[config.mk]
export PLATFORM = sky130hd
export DESIGN_NAME = reel_spin_controller
export DESIGN_NICKNAME = d
export VERILOG_FILES = /design/src/rtl/reel_spin_controller.sv
export SDC_FILE = /design/constraint.sdc
export NUM_CORES = 1
export LEC_CHECK = 0
export ABC_AREA = 1
export CORE_ASPECT_RATIO = 0.9
export CORE_MARGIN = 2
export CORE_UTILIZATION = 65
export CTS_BUF_LIST = sky130_fd_sc_hd__clkbuf_4 sky130_fd_sc_hd__clkbuf_8 sky130_fd_sc_hd__clkbuf_16
export DETAILED_ROUTE_END_ITERATION = 7
export PLACE_DENSITY = 0.87
export SYNTH_ARGS = -nofsm -noshare
export SYNTH_HDL_FRONTEND = slang
export SYNTH_SLANG_ARGS = --single-unit
[constraint.sdc]
create_clock -name CLK -period 5.4 [get_ports CLK]
set_input_delay 1.62 -clock CLK [delete_from_list [all_inputs] [get_ports CLK]]
set_output_delay 1.62 -clock CLK [all_outputs]
set_load 0.01 [all_outputs]
[src/rtl/reel_spin_controller.sv]
// Three-reel slot machine motion sequencer: fast spin, staggered settle onto
// symbol boundaries, then a one-cycle result strobe carrying each stop symbol.
module reel_spin_controller #(
    parameter int         REEL_HEIGHT    = 480,
    parameter int         SYMBOL_PITCH   = 120,
    parameter int         FAST_STEP      = 8,
    parameter int         SLOW_STEP      = 2,
    parameter int         SPIN_FRAMES    = 120,
    parameter int         STAGGER_FRAMES = 30,
    parameter bit         RAND_EN        = 1'b1,
    parameter logic [7:0] LFSR_SEED      = 8'hA5
) (
    input  logic       CLK,
    input  logic       reset,
    input  logic       start,
    input  logic       frame_tick,
    output logic [9:0] reel_offset0,
    output logic [9:0] reel_offset1,
    output logic [9:0] reel_offset2,
    output logic [2:0] reel_spinning,
    output logic [1:0] stop_idx0,
    output logic [1:0] stop_idx1,
    output logic [1:0] stop_idx2,
    output logic       busy,
    output logic       result_valid
);

    localparam int NUM_REELS   = 3;
    localparam int NUM_SYMBOLS = REEL_HEIGHT / SYMBOL_PITCH;

    typedef enum logic [1:0] {TOP_IDLE, TOP_SPIN, TOP_DONE} top_state_e;
    typedef enum logic [1:0] {REEL_STOPPED, REEL_FAST, REEL_SETTLE} reel_state_e;

    top_state_e  top_q, top_d;
    reel_state_e reel_q [NUM_REELS];
    reel_state_e reel_d [NUM_REELS];
    logic [9:0]  offset_q [NUM_REELS];
    logic [9:0]  offset_d [NUM_REELS];
    logic [1:0]  idx_q [NUM_REELS];
    logic [1:0]  idx_d [NUM_REELS];
    logic [9:0]  frame_cnt_q, frame_cnt_d;
    logic [9:0]  spin_len_q, spin_len_d;
    logic [7:0]  lfsr_q, lfsr_d;
    logic        start_prev_q, start_prev_d;
    logic        start_rise;

    // Advance an offset by step pixels, wrapping modulo REEL_HEIGHT.
    function automatic logic [9:0] wrap_add(input logic [9:0] off, input int step);
        logic [10:0] sum;
        sum = {1'b0, off} + 11'(step);
        if (sum >= 11'(REEL_HEIGHT))
            sum = sum - 11'(REEL_HEIGHT);
        return sum[9:0];
    endfunction

    assign start_rise = start & ~start_prev_q;

    always_comb begin : next_state
        logic       settling;
        logic       all_stopped;
        logic [9:0] new_off;
        // NOTE: every signal gets a default before any branch, so no path
        // leaves a value unassigned and no latch is inferred.
        top_d        = top_q;
        reel_d       = reel_q;
        offset_d     = offset_q;
        idx_d        = idx_q;
        frame_cnt_d  = frame_cnt_q;
        spin_len_d   = spin_len_q;
        lfsr_d       = {lfsr_q[6:0], lfsr_q[7] ^ lfsr_q[5] ^ lfsr_q[4] ^ lfsr_q[3]};
        start_prev_d = start;
        settling     = 1'b0;
        all_stopped  = 1'b1;
        new_off      = '0;

        case (top_q)
            TOP_IDLE: begin
                if (start_rise) begin
                    frame_cnt_d = '0;
                    spin_len_d  = 10'(SPIN_FRAMES) + (RAND_EN ? {4'd0, lfsr_q[5:0]} : 10'd0);
                    for (int k = 0; k < NUM_REELS; k++)
                        reel_d[k] = REEL_FAST;
                    top_d = TOP_SPIN;
                end
            end
            TOP_SPIN: begin
                if (frame_tick) begin
                    for (int k = 0; k < NUM_REELS; k++) begin
                        settling = (reel_q[k] == REEL_SETTLE) ||
                                   ((reel_q[k] == REEL_FAST) &&
                                    (frame_cnt_q >= spin_len_q + 10'(k * STAGGER_FRAMES)));
                        if (settling) begin
                            // An aligned reel still moves once before it can stop.
                            new_off     = wrap_add(offset_q[k], SLOW_STEP);
                            offset_d[k] = new_off;
                            reel_d[k]   = REEL_SETTLE;
                            for (int s = 0; s < NUM_SYMBOLS; s++) begin
                                if (new_off == 10'(s * SYMBOL_PITCH)) begin
                                    reel_d[k] = REEL_STOPPED;
                                    idx_d[k]  = 2'(s);
                                end
                            end
                        end else if (reel_q[k] == REEL_FAST) begin
                            offset_d[k] = wrap_add(offset_q[k], FAST_STEP);
                        end
                        if (reel_d[k] != REEL_STOPPED)
                            all_stopped = 1'b0;
                    end
                    frame_cnt_d = frame_cnt_q + 10'd1;
                    if (all_stopped)
                        top_d = TOP_DONE;
                end
            end
            TOP_DONE: top_d = TOP_IDLE;
            default:  top_d = TOP_IDLE;
        endcase
    end

    // NOTE: state registers use non-blocking assignments so every flop samples
    // pre-edge values and simulation matches the synthesized hardware.
    always_ff @(posedge CLK) begin
        if (reset) begin
            top_q        <= TOP_IDLE;
            frame_cnt_q  <= '0;
            spin_len_q   <= '0;
            lfsr_q       <= LFSR_SEED;
            // NOTE: previous-start resets high so a button held through reset
            // does not count as a press.
            start_prev_q <= 1'b1;
            for (int k = 0; k < NUM_REELS; k++) begin
                reel_q[k]   <= REEL_STOPPED;
                offset_q[k] <= '0;
                idx_q[k]    <= '0;
            end
        end else begin
            top_q        <= top_d;
            frame_cnt_q  <= frame_cnt_d;
            spin_len_q   <= spin_len_d;
            lfsr_q       <= lfsr_d;
            start_prev_q <= start_prev_d;
            reel_q       <= reel_d;
            offset_q     <= offset_d;
            idx_q        <= idx_d;
        end
    end

    assign reel_offset0  = offset_q[0];
    assign reel_offset1  = offset_q[1];
    assign reel_offset2  = offset_q[2];
    assign stop_idx0     = idx_q[0];
    assign stop_idx1     = idx_q[1];
    assign stop_idx2     = idx_q[2];
    assign reel_spinning = {reel_q[2] != REEL_STOPPED,
                            reel_q[1] != REEL_STOPPED,
                            reel_q[0] != REEL_STOPPED};
    assign busy          = (top_q != TOP_IDLE);
    assign result_valid  = (top_q == TOP_DONE);

endmodule
# == Yosys cells after proc, flatten, opt, wreduce, memory -nomap -nowiden ==
# Cells that the tools add are included.
# word_totals
regBits,73
input_bits,4
out_inout_bits,41
word_cells,166
# classes
add_sub_neg,16
n_lt_le_gt_ge,9
eq_ne,20
n_mux,69
bitwise,5
n_reduce_logical,33
# ops
cell,count
$mux W10,23
$mux W2,36
$ge A11 B9 Y1 const B,6
$sub A10 B9 Y10 const B,6
$add A10 B2 Y11 const B,3
$add A10 B4 Y11 const B,3
$eq A10 B7 Y1 const B,3
$eq A10 B8 Y1 const B,3
$eq A10 B9 Y1 const B,3
$ge A10 B10 Y1,3
$logic_not A10 Y1,3
$reduce_bool A2 Y1,11
$pmux W10 S2,1
$reduce_and A3 Y1,5
$mux W6,2
$pmux W6 S2,1
$reduce_and A4 Y1,3
$reduce_bool A4 Y1,3
$add A10 B1 Y10 const B,1
$add A10 B5 Y10 const B,1
$add A10 B6 Y10 const B,1
$add A7 B6 Y8 const A,1
$eq A2 B1 Y1 const B,4
$eq A2 B2 Y1 const B,4
10 further kinds,22

# == Logic depth before layout (Yosys ltp) ==
# depth
word_depth,23
depth_mapped,23
ltp_nobuf,23

# == Worst setup path before layout ==
# Ideal clock, no wire load.
# synth_path
path_type,input -> register
startpoint,input start
endpoint,register frame_cnt_q[8]
setup_time_ns,0.078
t_arrival_ns,2.946
required_ns,5.322
slack_ns,2.376
cell_stages,11
n_path_buf,0
path_cell_list,inv_1 -> o21ai_0 -> o21ai_0 -> nor2_1 -> nor2_1 -> inv_1 -> and3_1 -> nand2_1 -> nor4_1 -> a21oi_1 -> nor3_1
# synth_via
elab_chain_len,3
# synth_lines
element,line,source
from (decl),15,"input logic start,"
$and A1 B1 Y1,56,assign start_rise = start & ~start_prev_q;
$ne A2 B2 Y1 (no line),--,
$reduce_and A3 Y1 (no line),--,
to (signal assigned),137,frame_cnt_q <= frame_cnt_d;
to (decl),41,"logic [9:0] frame_cnt_q, frame_cnt_d;"
# Every way passes these cells.
# A chain may end at the register's enable or synchronous reset.

# == Worst setup path after layout ==
# layout_path
startpoint,register spin_len_q[3]
endpoint,register top_q[0]
# layout_via
elab_chain_len,14
# layout_lines
element,line,source
from (decl),42,"logic [9:0] spin_len_q, spin_len_d;"
from (signal assigned),138,spin_len_q <= spin_len_d;
$add A10 B5 Y10 / $ge A10 B10 Y1 (equally long branches),91,(frame_cnt_q >= spin_len_q + 10'(k * STAGGER_FRAMES)));
$ge A10 B10 Y1 / $logic_and A1 B1 Y1 (equally long branches),"91, 90",
$logic_and A1 B1 Y1 / $logic_or A1 B1 Y1 (equally long branches),"90, 89",
$logic_or A1 B1 Y1 / $mux W2 (equally long branches),"89, 92",
"$mux W2, on equally long branches","92, 87",
"$mux W2, on equally long branches","87, 76",
$mux W2 / $reduce_bool A2 Y1 (equally long branches),"76, 106",
$reduce_bool A2 Y1 / $mux W1 (equally long branches),106,if (reel_d[k] != REEL_STOPPED)
$mux W1,106,
$mux W1 *,106,
$mux W1 *,87,if (frame_tick) begin
$mux W1 *,76,case (top_q)
$ne A2 B2 Y1 (no line) *,--,
$reduce_and A3 Y1 (no line) *,--,
to (signal assigned),136,top_q <= top_d;
to (decl),34,"top_state_e top_q, top_d;"
# Mark *: on every way between the ends. The rest lies on a longest branch, timed or not. The select of a mux whose other input is x is not followed.

==> metrics.md <==
| Metric | Value |
|---|---|
| Status | `complete, no violations` |
| Final setup vio count | `0` |
| Startpoint Class | `register` |
| Flip-flop and latch area | `roughly 0.0014 mm²` |
| Fraction of registers with async set/reset | `0%` |
| Slew Viols, Final | `0` |
| Largest stage delay, worst path | `around 0.52 ns` |
| Setup Buffers After CTS | `0` |
| CP top delay family | `simple AND/OR/NAND/NOR gates` |
| H-tree Lvls | `3` |
| Grt met2 use | `a little under half` |
| Worst Setup Slack, final | `1.70 ns` |
| Crit path DAT | `between 3 and 4 ns` |
| Req. time, crit path | `around 5.6 ns` |
| Clk sinks | `68` |
| Avg Cell Area, Syn | `6.35 µm²` |
| Detailed Route WL | `13600 µm` |
| Layout Skew | `between 0.007 and 0.008 ns` |
| CTS resizes | `0` |
| # fillers | `roughly 790` |
| Post-Route Setup TNS | `0 ns` |
| Largest net degree at the start of global routing | `38` |
| Root Buffer | `clkbuf_8` |
| GRT Util Overall | `between 20 and 30%` |
| Synth Register Bits | `between 60 and 70` |
| Slowest cell on the critical path | `nor2_1` |
| Cts hold-fix bufs | `0` |
| Crit-path cells | `inv_1 -> ha_1 -> inv_1 -> a21oi_1 -> a21oi_1 -> xor2_1 -> ha_1 -> nand2_1 -> nor2_1 -> o211ai_1 -> o2111ai_1 -> nand2_1 -> inv_1 -> nor2_1 -> inv_1 -> nand3_1 -> nand2_1 -> nor2_1 -> nand2_1 -> nand2_1 -> nand2_1` |
| Unrepaired setup endpoints after global routing | `false` |
| Netlist Area Pre-Place | `0.00597 mm²` |
| Worst-path maximum fanout | `12` |
| Post-synthesis cell type count | `45` |
| Yosys warning count | `0` |
| CTS Buf Count | `9` |
| Min Hold Slack | `~0.42 ns` |
| Buf/Inv on CP | `4` |
| Die Wd | `105 µm` |
| Grt met3 use | `under 10%` |
| Final Hold Vio Count | `0` |
| Max-Cap Viols | `0` |
| Total grt overflow | `0` |
| Port Buf Inserts | `between 40 and 50` |
| DRT iter0 DRCs | `~220` |
| Worst Tran Pin Value | `approximately 0.8 ns` |
| Share of cells above drive strength 1 | `slightly below 7%` |
| First-pass GRT wire length | `approximately 23000 µm` |
| Fmax | `270 MHz` |
| DRC viols | `0` |
| DIE HEIGHT | `94.9 µm` |
| HPWL after detailed placement | `between 10000 and 15000 µm` |
| Nets | `slightly above 1000` |
| Vias | `around 5900` |
| Slew HR | `between 40% and 50%` |
| Sequential element share of the synthesized area | `a little under a quarter` |
| CP most frequent cell | `nand2_1` |
| GR peak layer | `met2` |
| Ant. Diodes | `0` |
| Lkg Pwr | `roughly 3.1 nW` |
| Clock Latency Late Sink | `0.35 ns` |
| Crit Path Class | `register to register` |
| DP Worst Slack | `~1.5 ns` |
| EDFF count, synth | `0` |
| Pwr per Cell Area | `262 mW/mm²` |
| Top FF cell, synth | `dfxtp_1` |
| Initial antenna violation count | `0` |
| Crit end category | `register` |
| DR vias/cell | `approximately 5.3` |
| DR WL/cell | `12.4 µm` |
| Clock Path Buffers | `2` |
| Peak supply drop | `between 0.2 and 0.25 mV` |
| Final worst path period need | `3.70 ns` |
| Placeable core area | `around 0.009 mm²` |
| Hold Path Class | `register to register` |
| I/O pins | `45` |
| ANT nets after route | `0` |
| First drt pass iteration count | `5` |
| Footprint of the multi-input gates | `approximately 0.0040 mm²` |
| Commonest non-fill, non-tap cell in the layout | `nand2_1` |
| Initial Util | `66.3%` |
| Cell count after synthesis | `940` |
| Total die area | `between 0.009 and 0.01 mm²` |
| R2R Setup Slk | `1.70 ns` |
| Site Rows | `33` |
| Fin crit share | `about two thirds` |
| Worst-path clk slew | `0.07 ns` |
| CTS tree | `done` |
| Grt met1 use | `39.3%` |
| Most frequent cells in the layout | `nand2_1, inv_1, nor2_1` |
| Vias in the first global route | `a little over 5000` |
| GPL Wtd Cong | `between 0.8 and 0.9` |
| Layout area overhead | `11.7%` |
sequential cells by signal, summed over array words and instances (netlist names), 6 cells and up:
register and cells:
spin_len_q 8, reel_offset1 9, frame_cnt_q 10, reel_offset0 9
reel_q 6, reel_offset2 9, lfsr_q 8
path summary, 6_finish.rpt:
check,cells after the start,end,start
worst min-delay path,1,lfsr_q[7],lfsr_q[6]
worst min register to register,1,lfsr_q[7],lfsr_q[6]
worst max register to register,21,top_q[0],spin_len_q[3]
worst max-delay path,21,top_q[0],spin_len_q[3]
power by group:
group	total [mW]	internal, mW	switching, mW	leakage, nW
Sequential	0.614	0.553	0.0603	0.553
Combinational	0.679	0.244	0.435	2.41
Clock	0.453	0.261	0.192	0.106
cells in the mapped netlist (all sizes together), types with 5 or more instances:
| library cell | number | area share, % |
|---|---|---|
| buf | 8 | 0.82 |
| nor2 | 111 | 8.0 |
| xor2 | 30 | 4.5 |
| a21oi | 60 | 5.1 |
| dfxtp | 68 | 23 |
| o21ai | 50 | 4.3 |
| xnor2 | 6 | 0.88 |
| nand2 | 260 | 17 |
| nand4 | 12 | 1.3 |
| a31oi | 5 | 0.52 |
| nand3b | 7 | 0.88 |
| inv | 127 | 8.0 |
| o22ai | 6 | 0.63 |
| ha | 59 | 12 |
| nor3 | 15 | 1.3 |
| clkbuf | 11 | 0.69 |
| nand3 | 77 | 7.3 |
| o211ai | 6 | 0.75 |
stage by stage:
| step | util, % | power [mW] | area (µm²) | instances |
|---|---|---|---|---|
| after detailed placement | 71.7 | 1.29 | 6460 | 1087 |
| after floorplan | - | 1.11 | 5980 | 942 |
| final | 74.1 | 1.75 | 6670 | 1102 |
| after global routing | 74.1 | 1.89 | 6670 | 1102 |
| after CTS | 74.1 | 1.74 | 6670 | 1102 |
| after global placement | 71.7 | 1.27 | 6460 | 1087 |
final cells by class:
class | count | area share (%)
Clock buffer | 10 | 1.97
Clock inverter | 5 | 1.16
Inverter | 129 | 7.30
Multi-Input combinational cell | 726 | 60.6
Sequential cell | 68 | 20.4
Tap cell | 122 | 2.29
Timing Repair Buffer | 42 | 6.27
cell families (layout without fill, tap and decap cells):
family                     Yosys count  after routing  share of synthesized area (%)
DFF                                 68             68                           22.8
and+or+nand+nor                    492            492                           37.2
buffers and inverters              148            186                           9.66
xor gates and xnor gates            36             36                           5.41
other                                1              3                         0.0628
AOI/OAI and AO/OA                  136            136                           12.5
adders and majority gates           59             59                           12.4
worst reg2reg max path: stages, from the launching register on:
cell and delay, ns:
dfxtp_1 0.39, inv_1 0.12, ha_1 0.22, inv_1 0.08, a21oi_1 0.07, a21oi_1 0.23
xor2_1 0.21, ha_1 0.26, nand2_1 0.10, nor2_1 0.07, o211ai_1 0.09, o2111ai_1 0.20
nand2_1 0.10, inv_1 0.04, nor2_1 0.52, inv_1 0.33, nand3_1 0.16, nand2_1 0.08
nor2_1 0.10, nand2_1 0.10, nand2_1 0.07, nand2_1 0.04
routing by layer:
layer	vias to the layer above	wire [µm]
li1	3108	-
met1	2613	6810
met2	126	6090
met3	12	590
met4	0	117
met5	-	0
No activity file was read; power rests on OpenSTA's default activity.
